**src/rtl/loader_pkg.sv**
```systemverilog
// Shared types and widths for the program loader and its dump sequencer.
package loader_pkg;

   localparam int IADDR_W = 9;
   localparam int DADDR_W = 8;
   localparam int CNT_W   = 16;

   typedef enum logic [2:0] {
      IDLE     = 3'd0,
      LOAD_I   = 3'd1,
      LOAD_D   = 3'd2,
      RUN      = 3'd3,
      DUMP_REQ = 3'd4,
      DUMP_CAP = 3'd5,
      DUMP_OUT = 3'd6,
      DONE     = 3'd7
   } loader_state_t;

   function automatic logic [CNT_W-1:0] sat_inc(input logic [CNT_W-1:0] v);
      return (v == {CNT_W{1'b1}}) ? v : v + {{(CNT_W-1){1'b0}}, 1'b1};
   endfunction

endpackage

```
**src/rtl/loader_dump.sv**
```systemverilog
// Data-RAM read-back sequencer: request, capture, then hold the byte until the sink takes it.
module loader_dump
   import loader_pkg::*;
#(
   parameter int REG_WIDTH = 8
)(
   input  logic                 clk,
   input  logic                 reset,
   input  logic                 start,
   input  logic [REG_WIDTH-1:0] base,
   input  logic [REG_WIDTH:0]   len,
   output logic                 dmem_re,
   output logic [REG_WIDTH-1:0] dmem_addr,
   input  logic [REG_WIDTH-1:0] dmem_rdata,
   output logic                 out_valid,
   input  logic                 out_ready,
   output logic [REG_WIDTH-1:0] out_data,
   output logic                 out_last,
   output logic                 dump_done
);

   loader_state_t        state_r;
   logic [REG_WIDTH:0]   idx_r;
   logic [REG_WIDTH:0]   idx_nxt_s;

   assign idx_nxt_s = idx_r + {{REG_WIDTH{1'b0}}, 1'b1};

   // Dump sequencer; the address wraps modulo the data RAM size.
   always_ff @(posedge clk) begin
      if (reset) begin
         state_r   <= IDLE;
         idx_r     <= {(REG_WIDTH+1){1'b0}};
         dmem_re   <= 1'b0;
         dmem_addr <= {REG_WIDTH{1'b0}};
         out_valid <= 1'b0;
         out_data  <= {REG_WIDTH{1'b0}};
         out_last  <= 1'b0;
         dump_done <= 1'b0;
      end else begin
         dump_done <= 1'b0;
         case (state_r)
            IDLE: begin
               if (start) begin
                  state_r   <= DUMP_REQ;
                  idx_r     <= {(REG_WIDTH+1){1'b0}};
                  dmem_re   <= 1'b1;
                  dmem_addr <= base;
               end
            end
            DUMP_REQ: begin
               dmem_re <= 1'b0;
               state_r <= DUMP_CAP;
            end
            DUMP_CAP: begin
               out_data  <= dmem_rdata;
               out_valid <= 1'b1;
               out_last  <= (idx_r == len - {{REG_WIDTH{1'b0}}, 1'b1});
               state_r   <= DUMP_OUT;
            end
            DUMP_OUT: begin
               if (out_ready) begin
                  out_valid <= 1'b0;
                  out_last  <= 1'b0;
                  if (out_last) begin
                     dump_done <= 1'b1;
                     state_r   <= IDLE;
                  end else begin
                     idx_r     <= idx_nxt_s;
                     dmem_re   <= 1'b1;
                     dmem_addr <= base + idx_nxt_s[REG_WIDTH-1:0];
                     state_r   <= DUMP_REQ;
                  end
               end
            end
            default: begin
               state_r   <= IDLE;
               dmem_re   <= 1'b0;
               out_valid <= 1'b0;
               out_last  <= 1'b0;
            end
         endcase
      end
   end

endmodule

```
**src/rtl/prog_loader.sv**
```systemverilog
// Host loader: fills instruction/data memories, runs the core until halt, then dumps a data-RAM window.
// Optional macro LOADER_TIMEOUT_EN adds a RUN timeout abort and the `timeout` output.
module prog_loader
   import loader_pkg::*;
#(
   parameter int INSTR_WIDTH = 9,
   parameter int REG_WIDTH   = 8,
   parameter int IMEM_DEPTH  = 512,
   parameter int DMEM_DEPTH  = 256,
   parameter int MAX_CYCLES  = 65535
)(
   input  logic                          clk,
   input  logic                          reset,
   input  logic                          ld_valid,
   output logic                          ld_ready,
   input  logic [INSTR_WIDTH-1:0]        ld_data,
   input  logic                          ld_last,
   input  logic [REG_WIDTH-1:0]          dump_base,
   input  logic [REG_WIDTH:0]            dump_len,
   output logic                          imem_we,
   output logic [$clog2(IMEM_DEPTH)-1:0] imem_addr,
   output logic [INSTR_WIDTH-1:0]        imem_wdata,
   output logic                          dmem_we,
   output logic                          dmem_re,
   output logic [REG_WIDTH-1:0]          dmem_addr,
   output logic [REG_WIDTH-1:0]          dmem_wdata,
   input  logic [REG_WIDTH-1:0]          dmem_rdata,
   output logic                          host_own,
   output logic                          core_start,
   input  logic                          core_halt,
   output logic                          out_valid,
   input  logic                          out_ready,
   output logic [REG_WIDTH-1:0]          out_data,
   output logic                          out_last,
   output logic [15:0]                   cycle_count,
   output logic                          done,
`ifdef LOADER_TIMEOUT_EN
   output logic                          timeout,
`endif
   output logic                          ovf
);

   localparam int                 IA_W    = $clog2(IMEM_DEPTH);
   localparam logic [IA_W:0]      I_LIMIT = (IA_W+1)'(IMEM_DEPTH);
   localparam logic [REG_WIDTH:0] D_LIMIT = (REG_WIDTH+1)'(DMEM_DEPTH);

   if (MAX_CYCLES < 1 || MAX_CYCLES > 65535) begin : g_max_cycles_range
      $error("MAX_CYCLES must fit the 16-bit cycle counter");
   end

   loader_state_t        state_r;
   logic [IA_W:0]        iaddr_r;
   logic [REG_WIDTH:0]   daddr_r;
   logic                 first_run_r;
   logic                 dump_start_r;
   logic [REG_WIDTH-1:0] dump_base_r;
   logic [REG_WIDTH:0]   dump_len_r;
   logic                 dump_done_s;
   logic                 dump_re_s;
   logic [REG_WIDTH-1:0] dump_addr_s;
   logic                 ld_fire_s;
   logic                 i_full_s;
   logic                 d_full_s;
   logic                 timeout_hit_s;
   logic                 run_end_s;

   // Write strobes follow the accepted beat in the same cycle; a full segment swallows beats.
   always_comb begin
      ld_fire_s = ld_valid & ld_ready;
      i_full_s  = (iaddr_r == I_LIMIT);
      d_full_s  = (daddr_r == D_LIMIT);
`ifdef LOADER_TIMEOUT_EN
      timeout_hit_s = (cycle_count == CNT_W'(MAX_CYCLES));
`else
      timeout_hit_s = 1'b0;
`endif
      run_end_s  = (state_r == RUN) & ~first_run_r & (core_halt | timeout_hit_s);
      imem_we    = 1'b0;
      imem_addr  = iaddr_r[IA_W-1:0];
      imem_wdata = ld_data;
      dmem_we    = 1'b0;
      dmem_re    = dump_re_s;
      dmem_addr  = dump_addr_s;
      dmem_wdata = ld_data[REG_WIDTH-1:0];
      if (state_r == LOAD_I) begin
         imem_we = ld_fire_s & ~i_full_s;
      end else if (state_r == LOAD_D) begin
         dmem_we   = ld_fire_s & ~d_full_s;
         dmem_addr = daddr_r[REG_WIDTH-1:0];
      end else begin
         dmem_we = 1'b0;
      end
   end

   // Main sequencer; DUMP_REQ here means the dump sequencer owns the RAM until it reports done.
   always_ff @(posedge clk) begin
      if (reset) begin
         state_r      <= IDLE;
         iaddr_r      <= {(IA_W+1){1'b0}};
         daddr_r      <= {(REG_WIDTH+1){1'b0}};
         first_run_r  <= 1'b0;
         dump_start_r <= 1'b0;
         dump_base_r  <= {REG_WIDTH{1'b0}};
         dump_len_r   <= {(REG_WIDTH+1){1'b0}};
         ld_ready     <= 1'b0;
         core_start   <= 1'b1;
         host_own     <= 1'b1;
         cycle_count  <= 16'h0000;
         done         <= 1'b0;
         ovf          <= 1'b0;
`ifdef LOADER_TIMEOUT_EN
         timeout      <= 1'b0;
`endif
      end else begin
         dump_start_r <= 1'b0;
         case (state_r)
            IDLE: begin
               ld_ready <= 1'b1;
               state_r  <= LOAD_I;
            end
            LOAD_I: begin
               if (ld_fire_s) begin
                  if (i_full_s) ovf <= 1'b1;
                  else          iaddr_r <= iaddr_r + (IA_W+1)'(1);
                  if (ld_last)  state_r <= LOAD_D;
               end
            end
            LOAD_D: begin
               if (ld_fire_s) begin
                  if (d_full_s) ovf <= 1'b1;
                  else          daddr_r <= daddr_r + (REG_WIDTH+1)'(1);
                  if (ld_last) begin
                     state_r     <= RUN;
                     ld_ready    <= 1'b0;
                     core_start  <= 1'b0;
                     host_own    <= 1'b0;
                     first_run_r <= 1'b1;
                     dump_base_r <= dump_base;
                     dump_len_r  <= dump_len;
                  end
               end
            end
            RUN: begin
               // Halt is stale while start is being released, so the first cycle is skipped.
               if (first_run_r) begin
                  first_run_r <= 1'b0;
               end else if (run_end_s) begin
                  core_start <= 1'b1;
                  host_own   <= 1'b1;
`ifdef LOADER_TIMEOUT_EN
                  timeout    <= ~core_halt;
`endif
                  if (dump_len_r == {(REG_WIDTH+1){1'b0}}) begin
                     state_r <= DONE;
                     done    <= 1'b1;
                  end else begin
                     state_r      <= DUMP_REQ;
                     dump_start_r <= 1'b1;
                  end
               end else begin
                  cycle_count <= sat_inc(cycle_count);
               end
            end
            DUMP_REQ: begin
               if (dump_done_s) begin
                  state_r <= DONE;
                  done    <= 1'b1;
               end
            end
            DONE: begin
               done <= 1'b1;
            end
            default: begin
               state_r <= IDLE;
            end
         endcase
      end
   end

   loader_dump #(
      .REG_WIDTH (REG_WIDTH)
   ) u_dump (
      .clk        (clk),
      .reset      (reset),
      .start      (dump_start_r),
      .base       (dump_base_r),
      .len        (dump_len_r),
      .dmem_re    (dump_re_s),
      .dmem_addr  (dump_addr_s),
      .dmem_rdata (dmem_rdata),
      .out_valid  (out_valid),
      .out_ready  (out_ready),
      .out_data   (out_data),
      .out_last   (out_last),
      .dump_done  (dump_done_s)
   );

endmodule

```
**config.mk**
```make
export PLATFORM = sky130hd
export DESIGN_NAME = prog_loader
export DESIGN_NICKNAME = d
export VERILOG_FILES = /design/src/rtl/loader_pkg.sv /design/src/rtl/loader_dump.sv /design/src/rtl/prog_loader.sv
export SDC_FILE = /design/constraint.sdc
export NUM_CORES = 1
export LEC_CHECK = 0
export CORE_MARGIN = 8
export CORE_UTILIZATION = 51
export DETAILED_ROUTE_END_ITERATION = 10
export PLACE_DENSITY = 0.9
export SETUP_SLACK_MARGIN = 0.3
export SLEW_MARGIN = 20
export SYNTH_ARGS = -nofsm -noshare
export SYNTH_HDL_FRONTEND = slang
export SYNTH_SLANG_ARGS = --single-unit
```
**constraint.sdc**
```tcl
create_clock -name clk -period 3.2 [get_ports clk]
set_clock_uncertainty 0.15 [all_clocks]
set_input_delay 0.96 -clock clk [delete_from_list [all_inputs] [get_ports clk]]
set_output_delay 0.96 -clock clk [all_outputs]
set_load 0.02 [all_outputs]
```
== Yosys cells after proc, flatten, opt, wreduce, memory -nomap -nowiden ==
Index checks and enable logic that the tools add are counted.
Storage, ports and cells
  flip-flop bits (word level): 93
  bits of input ports: 40
  output and inout port bits: 68
  word-level logic and storage cells: 146
Operators by class
  $add $sub $neg: 6
  eq/ne operators: 25
  multiplexer cells: 54
  bitwise gates (word level): 16
  reduce and logical (&&, ||, !) cells: 25
Operator list (number)
  8-bit 2-to-1 mux: 5
  3-bit 2-to-1 mux: 10
  9-bit 2-to-1 mux: 3
  1-bit 2-to-1 mux: 23
  2-bit != test (second input constant): 11
  9-bit by 1-bit adder with 9-bit output (second input constant): 2
  3-bit one-hot mux with 6 select lines: 1
  9-bit one-hot mux with 2 select lines: 1
  16-bit by 1-bit adder with 16-bit output (second input constant): 1
  16-bit == test (second input constant): 1
  8-bit one-hot mux with 2 select lines: 1
  3-bit == test (second input constant): 5
  3-bit AND reduction: 5
  5-bit AND reduction: 3
  1-bit one-hot mux with 3 select lines: 4
  3-bit one-hot mux with 4 select lines: 1
  4-bit AND reduction: 3
  1-bit NOT: 11
  10-bit by 1-bit adder with 10-bit output (second input constant): 1
  10-bit == test (second input constant): 1
  9-bit == test: 1
  9-bit == test (second input constant): 1
  9-bit zero test: 1
  9-bit by 1-bit subtractor with 9-bit output (second input constant): 1
  other kinds (15): 29

== Logic depth before layout (Yosys ltp) ==
Gate-level depths: netlist (run 1).
  depth in word-level cells: 6
  mapped depth: 10
  gate-level depth less buffers: 10

== By module ==
From an unflattened synthesis (run 1), not the netlist that was laid out.
Second synthesis, totals
  cell total of the unflattened synthesis: 637
  area total of the unflattened synthesis: 5157.4 um2
By module, submodules not included
  prog_loader: times used 1, cells each 394, area each 3228.1 um2, sequential area each 1221.2 um2
  loader_dump: times used 1, cells each 243, area each 1929.4 um2, sequential area each 640.6 um2

== Worst setup path before layout (run 1) ==
No wires, ideal clock.
  path kind: input to output
  from: input ld_valid
  to: output imem_we
  data arrival time: 1665 ps
  data required time: 2090 ps
  setup slack: 425 ps
  stages: 4
  cells stage by stage: nand2_1 nor3_1 nor2b_1 buf_2
On the way
  longest elaborated chain between the ends: 3
Ends and longest elaborated chain
  start: declaration: RTL line prog_loader.sv:14  | input logic ld_valid,
  1-bit bitwise AND: RTL line prog_loader.sv:69  | ld_fire_s = ld_valid & ld_ready;
  1-bit bitwise AND: RTL line prog_loader.sv:86  | imem_we = ld_fire_s & ~i_full_s;
  1-bit 2-to-1 mux: RTL line prog_loader.sv:85  | if (state_r == LOAD_I) begin
  end: declaration: RTL line prog_loader.sv:20  | output logic imem_we,
Every way passes these cells.

== Worst setup path after layout (run 1) ==
  from: register state_r[2]
  to: output dmem_addr[4]
On the way
  longest elaborated chain between the ends: 3
Ends and longest elaborated chain
  start: declaration: RTL line prog_loader.sv:51  | loader_state_t state_r;
  start signal: assignment: RTL line prog_loader.sv:98  | state_r <= IDLE;
  start signal: assignment: RTL line prog_loader.sv:119  | state_r <= LOAD_I;
  start signal: assignment: RTL line prog_loader.sv:125  | if (ld_last) state_r <= LOAD_D;
  3-bit by 2-bit == test with 1-bit output: RTL line prog_loader.sv:87  | end else if (state_r == LOAD_D) begin
  8-bit 2-to-1 mux: RTL line prog_loader.sv:87
  8-bit 2-to-1 mux *: RTL line prog_loader.sv:85
  end: declaration: RTL line prog_loader.sv:25  | output logic [REG_WIDTH-1:0] dmem_addr,
Every way passes the cells marked *; elsewhere a longest branch is shown, timed or not.

==> impl_metrics.tcl, run 1 <==
set metrics [dict create \
    p_int_mw 1.699 \
    synth_seq_cells 93 \
    initialDrtViolationCount 363 \
    tns_ns 0 \
    area_delta_synth_final_pct 19.95 \
    yosys.area.top_type "dfxtp_1" \
    startpoint "state_r[2]" \
    yosys-top-cells-area "dfxtp_1 (37%), nor2_1 (5.9%), nand2_1 (5.4%)" \
    wl_per_cell_um 15.12 \
    postCtsHoldBufs 0 \
    synth.avg_cell_area_um2 8.273 \
    first_pass_iters 7 \
    start_util_pct 51.94 \
    gp_congestion 0.9025 \
    ant_nets 0 \
    root_buffer "clkbuf_8" \
    numClockSinks 93 \
    final_nets 721 \
    synth_flop_cell "dfxtp_1" \
    setup_ws_ns 0.3582 \
    p_clk_share_pct 39.8 \
    drive_above_1_share_pct 10.78 \
    grt_pass1_wl_um 19580 \
    min_period_over_period_pct 88.81 \
    core_um2 9684 \
    power.switching_mw 0.4997 \
    placed_area_um2 5794 \
    hpwl_um 8849 \
    clk_path_buf_depth 2 \
    synth_cell_types 55 \
    end_kind "output port" \
    timing.hold.ws_ns 0.3118 \
    post_drt_via_cell_ratio 5.581 \
    drt-total-wl_um 12110 \
    finalSetupViolCount 0 \
    cts_buffers 9 \
    critical_path_class "reg2out" \
    ys_seq_area_share_pct 37.01 \
    crit_arrival_ns 1.73 \
    clock_latency_ns 0.36 \
    p_comb_share_pct 6.7 \
    synth_edf_count 0 \
    port_buffers 81 \
    hold_viol 0 \
    route.vias.total 4470 \
    crit_fanout 7 \
    clk_pin_slew_ns 0.10 \
    drv_cap 0 \
    sw_frac_of_total_pct 22.73 \
    n_antenna_cell 0 \
    gr-usage-all-layers_pct 17.93 \
    cts_tree "done" \
    dp_worst_setup_slack_ns -0.5147 \
    yosys_warnings 0 \
    cp-start-kind "flip-flop" \
    rows 36 \
    power_frac_seq_pct 53.5 \
    antenna_found_initial 0 \
    max-vdd-ir-drop_v 0.0002584 \
    status "finished clean" \
    rsz0062_at_grt "false" \
    netlist.area_leader.share_pct 37.01 \
    p_leak_nw 2.327 \
    post-route-drc-count 0 \
    syn-cell-area_um2 5030 \
    rr_startpoint "u_dump.idx_r[2]" \
    design_area_um2 6033 \
    synth_nets 665 \
    die_y_um 115.3 \
    maxSlewViolCount 0 \
    die_x_um 115.3 \
    min_from "u_dump.dmem_addr[2]" \
    io-pin-count 108 \
    grt_pass1_vias 4260 \
    slew_headroom_pct 62.62 \
    cp.required_ns 2.09 \
    synth_cells 608 \
    fmax_ghz 0.3519 \
    cts_max_level 3 \
    die_area_um2 13300 \
    min_period_ns 2.842 \
    worst_pin_slew_ns 0.5608 \
    power_density_nw_per_um2 364.4 \
    min_path_type "reg2reg" \
    grt_start_max_net_pins 45 \
    async_reset_ff_share_pct 0 \
    overflow 0 \
]
[cell families after synthesis]
group	share of synthesized area, %
flip-flops	37.02
multiplexers	4.179
XOR/XNOR	8.881
AND/OR/NAND/NOR	26.57
adder cells (fa/ha/maj)	4.378
buffers and inverters	7.338
AO/OA/AOI/OAI	11.64
[routing by layer]
metal	up-vias	part of all wire, %	track usage, %	routed length [µm]
met5	-	0	0	0
met4	0	1.7	5.604	210
met3	25	5.6	4.254	675
met2	160	50	31.86	6071
met1	2101	43	20.66	5152
li1	2184	-	-	-
[worst paths after layout]
| path | cells after the start | slack [ns] | to |
|---|---|---|---|
| worst max-delay path | 4 | 0.36 | dmem_addr[4] |
| worst min-delay path | 2 | 0.31 | u_dump.dmem_addr[2] |
| worst max register to register | 9 | 0.45 | u_dump.dmem_addr[7] |
| worst min register to register | 2 | 0.31 | u_dump.dmem_addr[2] |
[through the flow]
stage,std cells,utilization [%],total power [mW]
final,801,62.30,2.198
after global routing,801,62.30,2.285
after CTS,800,62.39,2.206
after detailed placement,784,59.83,1.340
after global placement,784,59.83,1.336
after floorplan,608,-,1.302
[synth_stat cells (11+ instances only)]
| library cell | number |
|---|---|
| a21oi_1 | 47 |
| buf_4 | 29 |
| clkbuf_1 | 14 |
| dfxtp_1 | 93 |
| ha_1 | 16 |
| inv_1 | 12 |
| mux2i_1 | 12 |
| nand2_1 | 73 |
| nand3_1 | 17 |
| nand4_1 | 11 |
| nor2_1 | 79 |
| nor3_1 | 17 |
| xnor2_1 | 20 |
| xor2_1 | 31 |
[state kept, by name (all words and copies together) (netlist names), 3 cells and up]
register / cells
u_dump.idx_r: 9
daddr_r: 9
u_dump.out_data: 8
u_dump.dmem_addr: 8
cycle_count: 16
dump_base_r: 8
dump_len_r: 9
state_r: 3
u_dump.state_r: 3
iaddr_r: 10
[final cells by class]
class                      instances  area, µm²
tap                              133      166.4
inverter                          13      48.80
clock inverter                     5      83.83
sequential                        93       1866
timing repair buffer              98      898.4
multi-input combinational        449       2833
fill                             828       3651
clock buffer                      10      137.6
[critical path, cell delays in order (launching register included)]
cell,delay (ns)
dfxtp_2,0.39
nor3b_4,0.24
buf_6,0.16
mux2_2,0.34
clkdlybuf4s15_2,0.25
[power groups by stage]
stage / Clock [mW] / Combinational, mW / Sequential [mW]
2_1_floorplan: 0 / 0.100 / 1.20
3_3_place_gp: 0 / 0.136 / 1.20
3_5_place_dp: 0 / 0.140 / 1.20
4_1_cts: 0.890 / 0.143 / 1.17
5_1_grt: 0.948 / 0.160 / 1.18
6_report: 0.876 / 0.147 / 1.18
[placed cells by master (no fill, tap or decap), types with 3 or more instances in the layout]
cell type and n:
a311oi_1 3, clkbuf_2 7, dfxtp_2 3, xnor2_1 20, mux2i_1 12, a21oi_1 46, or3_1 4, nor3b_1 6
nand3b_1 6, nor3_1 16, nor4_1 9, a31oi_1 4, ha_1 16, dfxtp_1 90, clkbuf_8 10, buf_2 3
nand4_1 11, a22oi_1 3, inv_1 12, buf_4 15, xor2_1 31, nand3_1 17, nand2b_1 10, a211oi_1 8
nor2_1 78, o21ai_0 9, and3_1 9, a21o_1 4, and4b_1 4, nand2_1 72, and4_1 4, mux2_2 8
clkdlybuf4s50_1 69, nor2b_1 4, buf_6 3
[repair_timing]
action | in CTS | in global routing
gates resized for setup | 37 | 16
setup endpoints to repair | 10 | 12
pin swaps | 1 | 1
setup buffers | 0 | 1
gates cloned | 1 | 0
Power figures use the tool's default switching activity.
==> inputs of run 2 (changes only) <==
Settings changed: CTS_CLUSTER_SIZE set to 10, GPL_ROUTABILITY_DRIVEN set to 0.
==> results of run 2 <==
Final layout, timing and power as in run 1 (identical DEF).
